===== config.mk =====
export PLATFORM = sky130hd
export DESIGN_NAME = mult_iter_param
export DESIGN_NICKNAME = d
export VERILOG_FILES = /design/src/rtl/mult_iter_param_pkg.sv /design/src/rtl/mult_abs.sv /design/src/rtl/mult_iter_param.sv
export SDC_FILE = /design/constraint.sdc
export NUM_CORES = 1
export LEC_CHECK = 0
export ABC_AREA = 1
export CORE_MARGIN = 2
export CORE_UTILIZATION = 35
export CTS_BUF_LIST = sky130_fd_sc_hd__clkbuf_8 sky130_fd_sc_hd__clkbuf_16
export DETAILED_ROUTE_END_ITERATION = 12
export HOLD_SLACK_MARGIN = 0.06
export PLACE_DENSITY_LB_ADDON = 0.05
export SKIP_LAST_GASP = 1
export SLEW_MARGIN = 40
export SYNTH_ARGS = -nofsm -noshare
export SYNTH_HDL_FRONTEND = slang
export SYNTH_SLANG_ARGS = --single-unit

===== constraint.sdc =====
create_clock -name clk -period 3.65 [get_ports clk]
set_input_delay 0.5475 -clock clk [delete_from_list [all_inputs] [get_ports clk]]
set_output_delay 0.5475 -clock clk [all_outputs]
set_load 0.01 [all_outputs]

===== src/rtl/mult_iter_param_pkg.sv =====
// Shared definitions for the iterative shift-add multiplier.
// Holds the FSM state encoding. Encoding 2'd3 is unused; the FSM treats it as IDLE.
package mult_iter_param_pkg;

  typedef enum logic [1:0] {
    ST_IDLE = 2'd0,
    ST_BUSY = 2'd1,
    ST_DONE = 2'd2
  } state_t;

endpackage


===== src/rtl/mult_abs.sv =====
// Conditional two's-complement negation: result = neg ? -value : value.
// Used for operand magnitudes and for re-applying the sign to the product.
// Ports:
//   neg    in   1   negate when high
//   value  in   W   operand
//   result out  W   value or its negation, modulo 2^W
module mult_abs
  import mult_iter_param_pkg::*;
#(
  parameter int W = 32
) (
  input  logic         neg,
  input  logic [W-1:0] value,
  output logic [W-1:0] result
);

  assign result = neg ? (~value + W'(1)) : value;

endmodule


===== src/rtl/mult_iter_param.sv =====
// Iterative shift-add multiplier with run-time signed/unsigned mode,
// abort when mult_begin drops, optional early exit and a busy flag.
// Operands are reduced to magnitudes at capture; the sign is re-applied
// to the final accumulator value when the last iteration is taken.
// Ports:
//   clk          in   1        rising-edge clock
//   resetn       in   1        asynchronous active-low reset
//   mult_begin   in   1        level request, held high for the whole operation
//   mult_signed  in   1        1: two's-complement operands (sampled at capture)
//   mult_op1     in   WIDTH    multiplicand (sampled at capture)
//   mult_op2     in   WIDTH    multiplier (sampled at capture)
//   product      out  2*WIDTH  result, held until the next result write
//   mult_end     out  1        high in DONE
//   mult_busy    out  1        high in BUSY
module mult_iter_param
  import mult_iter_param_pkg::*;
#(
  parameter int WIDTH      = 32,
  parameter bit EARLY_EXIT = 1'b0
) (
  input  logic               clk,
  input  logic               resetn,
  input  logic               mult_begin,
  input  logic               mult_signed,
  input  logic [WIDTH-1:0]   mult_op1,
  input  logic [WIDTH-1:0]   mult_op2,
  output logic [2*WIDTH-1:0] product,
  output logic               mult_end,
  output logic               mult_busy
);

  localparam int CNT_W = $clog2(WIDTH);

  state_t             state, state_next;
  logic [CNT_W-1:0]   cnt;
  logic               capture, step, last;

  logic [WIDTH-1:0]   op1_mag, op2_mag;
  logic [2*WIDTH-1:0] mcand, acc, acc_next, result;
  logic [WIDTH-1:0]   mplier, mplier_next;
  logic               neg;

  mult_abs #(.W(WIDTH)) u_abs_op1 (
    .neg    (mult_signed & mult_op1[WIDTH-1]),
    .value  (mult_op1),
    .result (op1_mag)
  );

  mult_abs #(.W(WIDTH)) u_abs_op2 (
    .neg    (mult_signed & mult_op2[WIDTH-1]),
    .value  (mult_op2),
    .result (op2_mag)
  );

  mult_abs #(.W(2*WIDTH)) u_abs_res (
    .neg    (neg),
    .value  (acc_next),
    .result (result)
  );

  assign acc_next    = mplier[0] ? (acc + mcand) : acc;
  assign mplier_next = mplier >> 1;
  // Early exit looks at the multiplier after this edge's shift: once no set
  // bits remain, further iterations cannot change the accumulator.
  assign last        = (cnt == CNT_W'(WIDTH - 1)) ||
                       (EARLY_EXIT && (mplier_next == '0));

  always_comb begin
    state_next = ST_IDLE;
    capture    = 1'b0;
    step       = 1'b0;
    case (state)
      ST_IDLE: begin
        if (mult_begin) begin
          state_next = ST_BUSY;
          capture    = 1'b1;
        end
      end
      ST_BUSY: begin
        if (mult_begin) begin
          step       = 1'b1;
          state_next = last ? ST_DONE : ST_BUSY;
        end
      end
      ST_DONE: begin
        state_next = mult_begin ? ST_DONE : ST_IDLE;
      end
      default: state_next = ST_IDLE;
    endcase
  end

  always_ff @(posedge clk or negedge resetn) begin
    if (!resetn) begin
      state   <= ST_IDLE;
      cnt     <= '0;
      product <= '0;
    end else begin
      state <= state_next;
      if (capture) begin
        cnt <= '0;
      end else if (step) begin
        cnt <= cnt + CNT_W'(1);
      end
      if (step && last) begin
        product <= result;
      end
    end
  end

  // Working registers are only meaningful between capture and the last step,
  // so they carry no reset.
  always_ff @(posedge clk) begin
    if (capture) begin
      mcand  <= {{WIDTH{1'b0}}, op1_mag};
      mplier <= op2_mag;
      acc    <= '0;
      neg    <= mult_signed & (mult_op1[WIDTH-1] ^ mult_op2[WIDTH-1]);
    end else if (step) begin
      acc    <= acc_next;
      mcand  <= mcand << 1;
      mplier <= mplier_next;
    end
  end

  assign mult_busy = (state == ST_BUSY);
  assign mult_end  = (state == ST_DONE);

endmodule


==> implementation parameters, run 1 <==
Parameter                              Value

Logic synthesis
  Fraction of synthesis flops using an asynchronous set or reset pin    a little under a third
  Warnings, synthesis    0
  Primary FF master, synth    dfxtp_1
  Mean post-synth cell area    just over 6 um^2
  Unique cell type count in the Yosys netlist    50
  Sequential element share of the synthesized area    between 20% and 30%
  Combined area of all synthesized cells    19,280 um^2
  EDFF count, synth    65
  Post-synthesis sequential element count    232
  Synthesized Nets    roughly 3.3k
  Gate count after technology mapping    3,192

STA
  Period minus WS final    ~3500 ps
  Max Slew Vio Count    0
  Hold_ws    approximately 430 ps
  Peak clock frequency supported by timing    between 200 and 300 MHz
  Number of setup violations in the final report    0
  Max-slew headroom    42.29%
  Clock skew after layout    around 28 ps
  Number of hold violations in the final report    0
  Final clock period utilization by the worst path    a little over nine tenths
  Worst slew pin tran    roughly 870 ps
  RSZ-0062 raised after global routing    yes

Power
  Leakage power figure    between 10 and 15 nW
  Total power per unit cell area    around 420 nW/um^2
  Peak ir drop on the vdd network    0.3473 mV
  Design Power    ~11 mW

Layout
  Most common library cell in the layout ignoring fill and taps    nand2_1
  Synthesis-to-finish area growth    30.06%
  Proportion of layout cells with a drive suffix above 1    ~16%
  Number of diodes    0
  Most frequent cells in the layout    nand2_1 (1,187), inv_1 (476), buf_4 (245)
  # nets final    roughly 3.7k
  Final cell area excluding filler cells    approximately 25,000 um^2

Clock tree
  Source-to-sink clock delay at the later pin of the worst-skew pair    roughly 600 ps
  Clock tree from TritonCTS    yes
  Clock sink total    232
  Cts bufs inserted    31
  Total number of H-tree levels    1
  Maximum clock insertion buffer count    3
  Clock Tree Root    clkbuf_16
  Clock-pin slew of the registers on the worst-case setup and hold paths    roughly 60 ps

Worst setup path
  Start point of the critical path    mcand[9]
  Data required time at the worst endpoint    about 4100 ps
  Worst setup path category    reg2reg
  RR Startpoint    mcand[9]
  Startpoint type of the worst setup path    register
  Top fanout value on the critical path    5
  Worst r2r path cells    21
  Critical path arrival    3990 ps
  Endpoint class of the critical path    register

Drt
  DRC Markers    0
  Pre-antenna DRT Iters    6
  DRC marker count from the first detailed-route iteration    1,571
  Avg Vias per Cell    4.939
  Average detailed-routed wire length per instance    between 15 and 20 um
  Total via count after detailed routing    21.03k
  DRT antenna net count    0
  Total length of routed wires    78,160 um

Floorplanning
  Starting Density    35.21%
  Die height    238.7 um
  Placement Rows    86
  Area of the die    about 57,000 um^2
  Horiz. Die Dim    between 200 and 250 um
  Ports placed on the boundary    between 100 and 150
  Core footprint    54,770 um^2

Place
  DP HPWL    between 60,000 and 70,000 um
  Port Buffer Count    approximately 130
  Post-Place Cell Area    22,960 um^2
  Routability congestion estimate    0.9712

Global route
  Tot GR Track Use    26.91%
  Total global routing overflow    0
  Via count of the first global-routing pass    approximately 20k
  Wire length of the first global-routing pass    around 120,000 um
  Initial antenna violation count    0
  Maximum number of pins on one net before global-route repair    ~140

Hold path
  Type of the tightest min-delay check    in2async

Flow run
  Max Cap Viol    0

Status
  Status    finished, final reports clean
## area by class of cell
cell class | count | area, um^2
fill | 5932 | 29690
tap | 704 | 880.8
inverter | 494 | 1857
clock buffer | 38 | 872.1
clock inverter | 20 | 236.5
multi-input combinational | 2385 | 12310
timing repair buffer | 384 | 3273
sequential | 232 | 5650
## path summary, 6_finish.rpt
path / to / slack (ps)
setup / recovery: product[57] / 140
hold / removal: product[29] / 430
setup reg to reg: product[57] / 140
hold reg to reg: product[40] / 480
max in group asynchronous: state[0] / 2630
min in group clk: product[40] / 480
## cells by family (layout without fill, tap and decap cells)
logic type | Yosys count | count (layout) | synth area share [%]
and+or+nand+nor | 1881 | 1881 | 40.70
buffers and inverters | 575 | 936 | 11.41
AOI/OAI and AO/OA | 338 | 338 | 9.662
DFF | 232 | 232 | 29.30
xor gates and xnor gates | 97 | 97 | 4.406
adders and majority gates | 69 | 69 | 4.516
## flip-flops by register name (all words and copies together), names as in the netlist
signal and cells:
acc 64, mcand 64, product 64, mplier 32, cnt 5, state 2, neg 1
## critical path, cell delays in order (launching register included)
cell      delay, ps
edfxtp_1        420
ha_2            360
nand2_2         150
inv_1            50
nand2_1          70
nand2_1          90
buf_4           160
a21oi_2         190
nand2_2         150
nand2_1          90
nand3_1          70
nand2_1         130
nand4_1         280
buf_4           250
nor2_2          100
nand2_2          90
nor2_4          120
nand2_4         100
o21ai_2         250
nand3_1         130
nand3_1         110
nand2_1          60
## cells in the mapped netlist (10+ instances only)
master	n	area share (%)
dfxtp_1	96	10
o21ai_0	176	4.6
dfrtp_1	71	9.2
clkbuf_1	54	1.1
nor2_4	11	0.64
xor2_1	78	3.5
or2_2	13	0.42
nor2_1	254	4.9
nor2_2	25	0.81
nand4_1	30	0.97
edfxtp_1	65	10
nand3_2	10	0.52
o22ai_1	53	1.7
nand2_1	1238	24
xnor2_1	19	0.86
ha_1	68	4.4
inv_1	479	9.3
a21oi_1	69	1.8
inv_2	12	0.23
nor3_1	28	0.73
buf_2	16	0.42
nand2_2	35	1.1
nand3_1	215	5.6
## power breakdown
group	switching [mW]	leakage [nW]	internal, mW
Combinational	2.60	9.65	1.61
Sequential	0.214	2.43	2.87
Clock	1.27	0.557	2.04
## routing by layer
| metal | up-vias | part of all wire, % | global-route usage [%] |
|---|---|---|---|
| met5 | - | 0 | 0 |
| met4 | 0 | 3.3 | 7.898 |
| met3 | 89 | 4.7 | 2.171 |
| met2 | 510 | 45 | 44.24 |
| met1 | 9755 | 47 | 37.60 |
| li1 | 10670 | - | - |
## repair_timing
item                       CTS  global route
pin swaps                    1            34
setup endpoints to repair   13            40
setup buffers                0            16
hold buffers                 1             0
hold endpoints to repair    68             0
gates resized for setup     10           188
## metrics by stage
| stage | instances | worst slack (ps) | setup TNS (ps) | utilization [%] |
|---|---|---|---|---|
| finish | 4257 | 137.0 | 0 | 45.79 |
| global route | 4257 | -11.43 | -38.54 | 45.79 |
| CTS | 4240 | -13.03 | -13.03 | 44.06 |
| detailed placement | 4181 | -194.6 | -406.6 | 41.92 |
| global placement | 4181 | -284.2 | -1053 | 41.91 |
| floorplan | 3192 | 313.2 | 0 | - |
Note: power is estimated with default switching activity, not from simulation.
==> run 2, diff against run 1 <==
--- a/config.mk
+++ b/config.mk
@@ -12,8 +12,9 @@
 export DETAILED_ROUTE_END_ITERATION = 12
 export HOLD_SLACK_MARGIN = 0.06
 export PLACE_DENSITY_LB_ADDON = 0.05
+export RECOVER_POWER = 25
 export SKIP_LAST_GASP = 1
-export SLEW_MARGIN = 40
+export SLEW_MARGIN = 15
 export SYNTH_ARGS = -nofsm -noshare
 export SYNTH_HDL_FRONTEND = slang
 export SYNTH_SLANG_ARGS = --single-unit
==> implementation parameters, run 2 (synthesized netlist as in run 1, its figures left out) <==
Parameter                              Value

Hold path
  Type of the tightest min-delay check    reg2reg (was in2async)
  Worst Hold Depth    2
  Worst-case hold path end point    product[40]
  Worst min-delay path startpoint    product[40]

Layout
  Proportion of layout cells with a drive suffix above 1    15.14% (was 16.49%)
  Sequential cell area    5650 um^2 (unchanged)
  # nets final    3,662 (was 3,665)
  Number of diodes    0 (unchanged)
  Registers with the most flip-flops    acc x64, mcand x64, product x64 (unchanged)
  Synthesis-to-finish area growth    28.17% (was 30.06%)
  Most frequent cells in the layout    nand2_1 (1,203), inv_1 (485), buf_4 (243) (was nand2_1 (1,187), inv_1 (476), buf_4 (245))
  Total area of multi-input combinational cells    12,160 um^2 (was 12,310 um^2)
  Number of filler instances in the final layout    5,913 (was 5,932)
  Most common library cell in the layout ignoring fill and taps    nand2_1 (unchanged)
  Final cell area excluding filler cells    24,710 um^2 (was 25,080 um^2)

Clock tree
  Clock Tree Root    clkbuf_16 (unchanged)
  Clock-pin slew of the registers on the worst-case setup and hold paths    60 ps (about the same)
  Maximum clock insertion buffer count    3 (unchanged)
  Total number of H-tree levels    1 (unchanged)
  Clock sink total    232 (unchanged)
  Source-to-sink clock delay at the later pin of the worst-skew pair    590 ps (was 600 ps)
  Clock tree from TritonCTS    yes (unchanged)
  Cts bufs inserted    29 (was 31)

Floorplanning
  Horiz. Die Dim    238.7 um (unchanged)
  Area of the die    56,980 um^2 (unchanged)
  Ports placed on the boundary    134 (unchanged)
  Core footprint    54,770 um^2 (unchanged)
  Starting Density    35.21% (unchanged)
  Placement Rows    86 (unchanged)
  Die height    238.7 um (unchanged)

STA
  Period minus WS final    3483 ps (was 3513 ps)
  Max Slew Vio Count    258 (was 0)
  Peak clock frequency supported by timing    287.1 MHz (was 284.7 MHz)
  Hold_ws    475.1 ps (was 430.5 ps)
  Max-slew headroom    -64.61% (was 42.29%)
  Number of hold violations in the final report    0 (unchanged)
  Number of setup violations in the final report    0 (unchanged)
  Final clock period utilization by the worst path    95.41% (was 96.25%)
  Worst slew pin tran    2469 ps (was 865.7 ps)
  Clock skew after layout    24.36 ps (was 28.29 ps)
  Final-layout setup total negative slack    0 ps (unchanged)
  RSZ-0062 raised after global routing    yes (unchanged)

Drt
  DRC Markers    0 (unchanged)
  DRT antenna net count    0 (unchanged)
  Pre-antenna DRT Iters    6 (unchanged)
  Detailed-routing wirelength on met1    36,970 um (was 36,710 um)
  Total length of routed met2 wires    35,260 um (was 35,250 um)
  Total via count after detailed routing    21.07k (was 21.03k)
  DRC marker count from the first detailed-route iteration    1,555 (was 1,571)
  Met3 Wirelength    3821 um (was 3636 um)
  Average detailed-routed wire length per instance    18.44 um (was 18.36 um)
  Avg Vias per Cell    4.954 (was 4.939)
  Total length of routed wires    78,430 um (was 78,160 um)
  Top sig layer    met4 (unchanged)

Global route
  Wire length of the first global-routing pass    116,700 um (was 116,900 um)
  Initial antenna violation count    0 (unchanged)
  Via count of the first global-routing pass    19.85k (was 20.01k)
  Total global routing overflow    0 (unchanged)
  Tot GR Track Use    26.93% (was 26.91%)
  Maximum number of pins on one net before global-route repair    135 (unchanged)

Worst setup path
  Critical path arrival    4010 ps (was 3990 ps)
  FF-to-FF End    product[61] (was product[57])
  FF-to-FF setup slack    170 ps (was 140 ps)
  Endpoint class of the critical path    register (unchanged)
  Worst setup path category    reg2reg (unchanged)
  Startpoint type of the worst setup path    register (unchanged)
  RR Startpoint    mcand[12] (was mcand[9])
  Data required time at the worst endpoint    4170 ps (was 4130 ps)
  Worst r2r path cells    23 (was 21)
  Top fanout value on the critical path    4 (was 5)

Power
  Net switching power    4.019 mW (was 4.093 mW)
  Switching share of power    39.66% (was 38.55%)
  Peak ir drop on the vdd network    0.3777 mV (was 0.3473 mV)
  Leakage power figure    12.53 nW (was 12.63 nW)
  Total power per unit cell area    410.0 nW/um^2 (was 423.3 nW/um^2)
  Logic gate share of total power    41.2% (was 39.7%)
  Int Pwr    6.115 mW (was 6.524 mW)
  Clock share of power    28.4% (was 31.2%)
  Register share of total power    30.4% (was 29.1%)

Place
  DP HPWL    63,070 um (was 63,060 um)
  Post-Place Cell Area    22,950 um^2 (was 22,960 um^2)
  Port Buffer Count    133 (unchanged)
  Routability congestion estimate    0.9712 (unchanged)

Status
  Status    complete, but fails checks (was finished, final reports clean)
  Violations in the final reports    max-capacitance violations, max-slew violations

Flow run
  Max Cap Viol    4 (was 0)
run 2: changes by cell type in the layout (fill, tap and decap cells not counted), moves of 3 or more:
| cell | delta |
|---|---|
| a21oi_1 | +3 |
| nand3_1 | +3 |
| bufinv_16 | -4 |
| nand2_2 | -15 |
| inv_1 | +9 |
| clkbuf_1 | +3 |
| a21oi_2 | -3 |
| nor2_1 | +8 |
| inv_2 | -4 |
| nor2_4 | -3 |
| nor2_2 | -5 |
| nand2_1 | +16 |
run 2: power by group through the flow:
stage	clock network, mW	registers (mW)	logic [mW]
after global routing	3.05	3.10	4.61
after global placement	0	3.10	3.90
final	2.88	3.08	4.17
after floorplan	0	3.02	2.29
after CTS	2.96	3.06	3.94
after detailed placement	0	3.11	3.91
run 2: repair_timing:
item	CTS	global route
pin swaps	1	33
endpoints found under the hold margin	0	33
endpoints found under the setup margin	9	40
resized for setup	9	149
setup buffers	1	14
hold buffers	0	1
run 2: metrics by stage:
| step | utilization, % | std cells | total power [mW] | setup slack, ps |
|---|---|---|---|---|
| finish | 45.12 | 4252 | 10.13 | 167.4 |
| global route | 45.12 | 4252 | 10.76 | -81.83 |
| CTS | 43.72 | 4236 | 9.955 | -40.77 |
| detailed placement | 41.91 | 4181 | 7.014 | -206.8 |
| global placement | 41.91 | 4181 | 7.003 | -284.2 |
| floorplan | - | 3192 | 5.311 | 313.2 |
run 2: per-layer routing:
metal	track usage, %	vias to the layer above
met5	0	-
met4	7.235	0
met3	2.564	89
met2	44.21	528
met1	37.69	9782
li1	-	10670
run 2: worst max-delay path by stage:
| stage | endpoint | depth (start not counted) | start | slack [ps] |
|---|---|---|---|---|
| 3_5_place_dp | product[62] | 21 | mcand[24] | -210 |
| 4_1_cts | product[62] | 21 | mcand[24] | -40 |
| 2_1_floorplan | mcand[0] | 3 | mult_begin | 310 |
| 6_report | product[61] | 23 | mcand[12] | 170 |
| 5_1_grt | product[50] | 23 | mcand[0] | -80 |
| 3_3_place_gp | product[62] | 21 | mcand[24] | -280 |
run 2: worst max-delay path, cell delays in order (launching register included):
cell      delay [ps]
edfxtp_1         490
ha_4             340
nand2_2          100
inv_1            100
nand2_1          110
nor2_4           180
nand4_1          250
nand3_2          240
nand2_1          140
nand2_1           80
nand2_1           60
nand3_1           70
nand2_1           80
nor2_1           190
buf_4            160
nand2_1           50
nor2_1            90
buf_4            130
nand2_1          100
nor2_1           100
nand2_1           60
nand3_1           90
nand3_1          100
nand2_1           90
run 2: area by class of cell:
| class | instances | area share (%) |
|---|---|---|
| clock buffers | 35 | 3.316 |
| clock inverters | 19 | 0.4708 |
| repair buffers | 383 | 13.09 |
| multi-input cells | 2385 | 49.19 |
| inverters | 494 | 7.503 |
| well taps | 704 | 3.564 |
| flip-flops and latches | 232 | 22.86 |
==> run 3, diff against run 2 <==
--- a/config.mk
+++ b/config.mk
@@ -9,6 +9,7 @@
 export CORE_MARGIN = 2
 export CORE_UTILIZATION = 35
 export CTS_BUF_LIST = sky130_fd_sc_hd__clkbuf_8 sky130_fd_sc_hd__clkbuf_16
+export CTS_CLUSTER_DIAMETER = 40
 export DETAILED_ROUTE_END_ITERATION = 12
 export HOLD_SLACK_MARGIN = 0.06
 export PLACE_DENSITY_LB_ADDON = 0.05
==> implementation parameters, run 3 (synthesized netlist as in run 1, its figures left out) <==
Parameter                              Value

Drt
  Average detailed-routed wire length per instance    18.32 um (was 18.44 um)
  Avg Vias per Cell    4.932 (was 4.954)
  DRC marker count from the first detailed-route iteration    1,461 (was 1,555)
  DRT antenna net count    0 (unchanged)
  Total via count after detailed routing    21.21k (was 21.07k)
  Total length of routed wires    78,810 um (was 78,430 um)
  DRC Markers    0 (unchanged)
  Pre-antenna DRT Iters    5 (was 6)

Worst setup path
  Top fanout value on the critical path    4 (unchanged)
  Data required time at the worst endpoint    4180 ps (was 4170 ps)
  Critical path arrival    4030 ps (was 4010 ps)
  Startpoint type of the worst setup path    register (unchanged)
  Worst setup path category    reg2reg (unchanged)
  Worst r2r path cells    23 (unchanged)
  FF-to-FF End    product[61] (unchanged)
  FF-to-FF setup slack    150 ps (was 170 ps)
  RR Startpoint    mcand[12] (unchanged)
  Endpoint class of the critical path    register (unchanged)

Layout
  # nets final    3,686 (was 3,662)
  Proportion of layout cells with a drive suffix above 1    16.76% (was 15.14%)
  Number of diodes    0 (unchanged)
  Most common library cell in the layout ignoring fill and taps    nand2_1 (unchanged)
  Utilization of the core after routing    47.01% (was 45.12%)
  Final cell area excluding filler cells    25,750 um^2 (was 24,710 um^2)
  Most frequent cells in the layout    nand2_1 (1,198), inv_1 (481), buf_4 (242) (was nand2_1 (1,203), inv_1 (485), buf_4 (243))
  Synthesis-to-finish area growth    33.54% (was 28.17%)
  Registers with the most flip-flops    acc x64, mcand x64, product x64 (unchanged)

STA
  RSZ-0062 raised after global routing    yes (unchanged)
  Final clock period utilization by the worst path    95.93% (was 95.41%)
  Period minus WS final    3501 ps (was 3483 ps)
  Final-layout setup total negative slack    0 ps (unchanged)
  Clock skew after layout    13.00 ps (was 24.36 ps)
  Worst slew pin tran    2291 ps (was 2469 ps)
  Number of hold violations in the final report    0 (unchanged)
  Peak clock frequency supported by timing    285.6 MHz (was 287.1 MHz)
  Max-slew headroom    -52.76% (was -64.61%)
  Worst Slack Setup Final    148.5 ps (was 167.4 ps)
  Max Slew Vio Count    296 (was 258)
  Number of setup violations in the final report    0 (unchanged)

Status
  Status    complete, but fails checks (unchanged)
  Violations in the final reports    max-capacitance violations, max-slew violations (unchanged)

Place
  Routability congestion estimate    0.9712 (unchanged)
  DP HPWL    63,070 um (unchanged)
  Post-Place Cell Area    22,950 um^2 (unchanged)
  Worst setup timing slack at the placement stage    -206.8 ps (unchanged)
  Port Buffer Count    133 (unchanged)

Power
  Clock share of power    41.4% (was 28.4%)
  Peak ir drop on the vdd network    0.3910 mV (was 0.3777 mV)
  Total power per unit cell area    482.8 nW/um^2 (was 410.0 nW/um^2)
  Design Power    12.43 mW (was 10.13 mW)
  Int Pwr    7.909 mW (was 6.115 mW)
  Switching share of power    36.37% (was 39.66%)
  Leakage power figure    12.98 nW (was 12.53 nW)
  Net switching power    4.521 mW (was 4.019 mW)
  Register share of total power    24.9% (was 30.4%)
  Logic gate share of total power    33.6% (was 41.2%)

Floorplanning
  Placement Rows    86 (unchanged)
  Starting Density    35.21% (unchanged)
  Ports placed on the boundary    134 (unchanged)
  Core footprint    54,770 um^2 (unchanged)
  Area of the die    56,980 um^2 (unchanged)
  Die height    238.7 um (unchanged)
  Horiz. Die Dim    238.7 um (unchanged)

Clock tree
  Maximum clock insertion buffer count    3 (unchanged)
  Clock Tree Root    clkbuf_16 (unchanged)
  Clock tree from TritonCTS    yes (unchanged)
  Clock sink total    232 (unchanged)
  Total number of H-tree levels    2 (was 1)
  Clock-pin slew of the registers on the worst-case setup and hold paths    50 ps (was 60 ps)
  Source-to-sink clock delay at the later pin of the worst-skew pair    590 ps (about the same)
  Cts bufs inserted    56 (was 29)

Global route
  Tot GR Track Use    27.22% (was 26.93%)
  Initial antenna violation count    0 (unchanged)
  Via count of the first global-routing pass    20.24k (was 19.85k)
  Maximum number of pins on one net before global-route repair    135 (unchanged)
  Wire length of the first global-routing pass    117,600 um (was 116,700 um)
  Total global routing overflow    0 (unchanged)

Flow run
  Max Cap Viol    4 (unchanged)

Hold path
  Worst min-delay path startpoint    product[40] (unchanged)
  Type of the tightest min-delay check    reg2reg (unchanged)
  Worst-case hold path end point    product[40] (unchanged)
  Worst Hold Depth    2 (unchanged)
run 3: final cells by class:
type / instances / area (um^2)
fillers: 5842 / 29020
multi-input cells: 2385 / 12210
flip-flops and latches: 232 / 5650
repair buffers: 380 / 3198
inverters: 494 / 1854
clock buffers: 60 / 1479
well taps: 704 / 880.8
clock inverters: 46 / 475.5
run 3: power groups by stage:
stage / combinational, mW / sequential [mW] / clock, mW
global route: 4.61 / 3.12 / 5.37
finish: 4.18 / 3.10 / 5.15
floorplan: 2.29 / 3.02 / 0
CTS: 3.94 / 3.07 / 5.25
global placement: 3.90 / 3.10 / 0
detailed placement: 3.91 / 3.11 / 0
run 3: worst max-delay path: stages (launching register included):
cell	delay, ps
edfxtp_1	490
ha_4	340
nand2_2	100
inv_1	90
nand2_1	100
nor2_4	180
nand4_1	280
nand3_2	250
nand2_1	140
nand2_1	80
nand2_1	60
nand3_1	70
nand2_1	90
nor2_1	190
buf_4	160
nand2_1	50
nor2_1	90
buf_4	130
nand2_1	100
nor2_1	100
nand2_1	50
nand3_1	80
nand3_1	100
nand2_1	90
run 3: metal layers:
| layer | share of wire, % | GRT usage, % |
|---|---|---|
| met3 | 4.5 | 3.002 |
| met4 | 3.1 | 9.261 |
| met1 | 47 | 37.35 |
| met2 | 45 | 44.37 |
| met5 | 0 | 0 |
run 3: repair_timing:
action                                  4_1_cts  5_1_grt
endpoints found under the setup margin        8       40
resized for setup                            11      162
setup buffers                                 0       14
pin swaps                                     1       35
hold buffers                                  0        0
run 3: metrics by stage:
step / hold slack [ps] / std cells
final: 472.4 / 4301
after floorplan: 251.9 / 3192
after global routing: 495.9 / 4301
after CTS: 170.2 / 4287
after global placement: 463.9 / 4181
after detailed placement: 465.7 / 4181
run 3: worst max-delay path by stage:
stage / start / end / slack [ps] / cells after the start
2_1_floorplan: mult_begin / mcand[0] / 310 / 3
3_3_place_gp: mcand[24] / product[62] / -280 / 21
3_5_place_dp: mcand[24] / product[62] / -210 / 21
4_1_cts: mcand[13] / product[62] / -60 / 20
5_1_grt: mcand[0] / product[50] / -80 / 23
6_report: mcand[12] / product[61] / 150 / 23
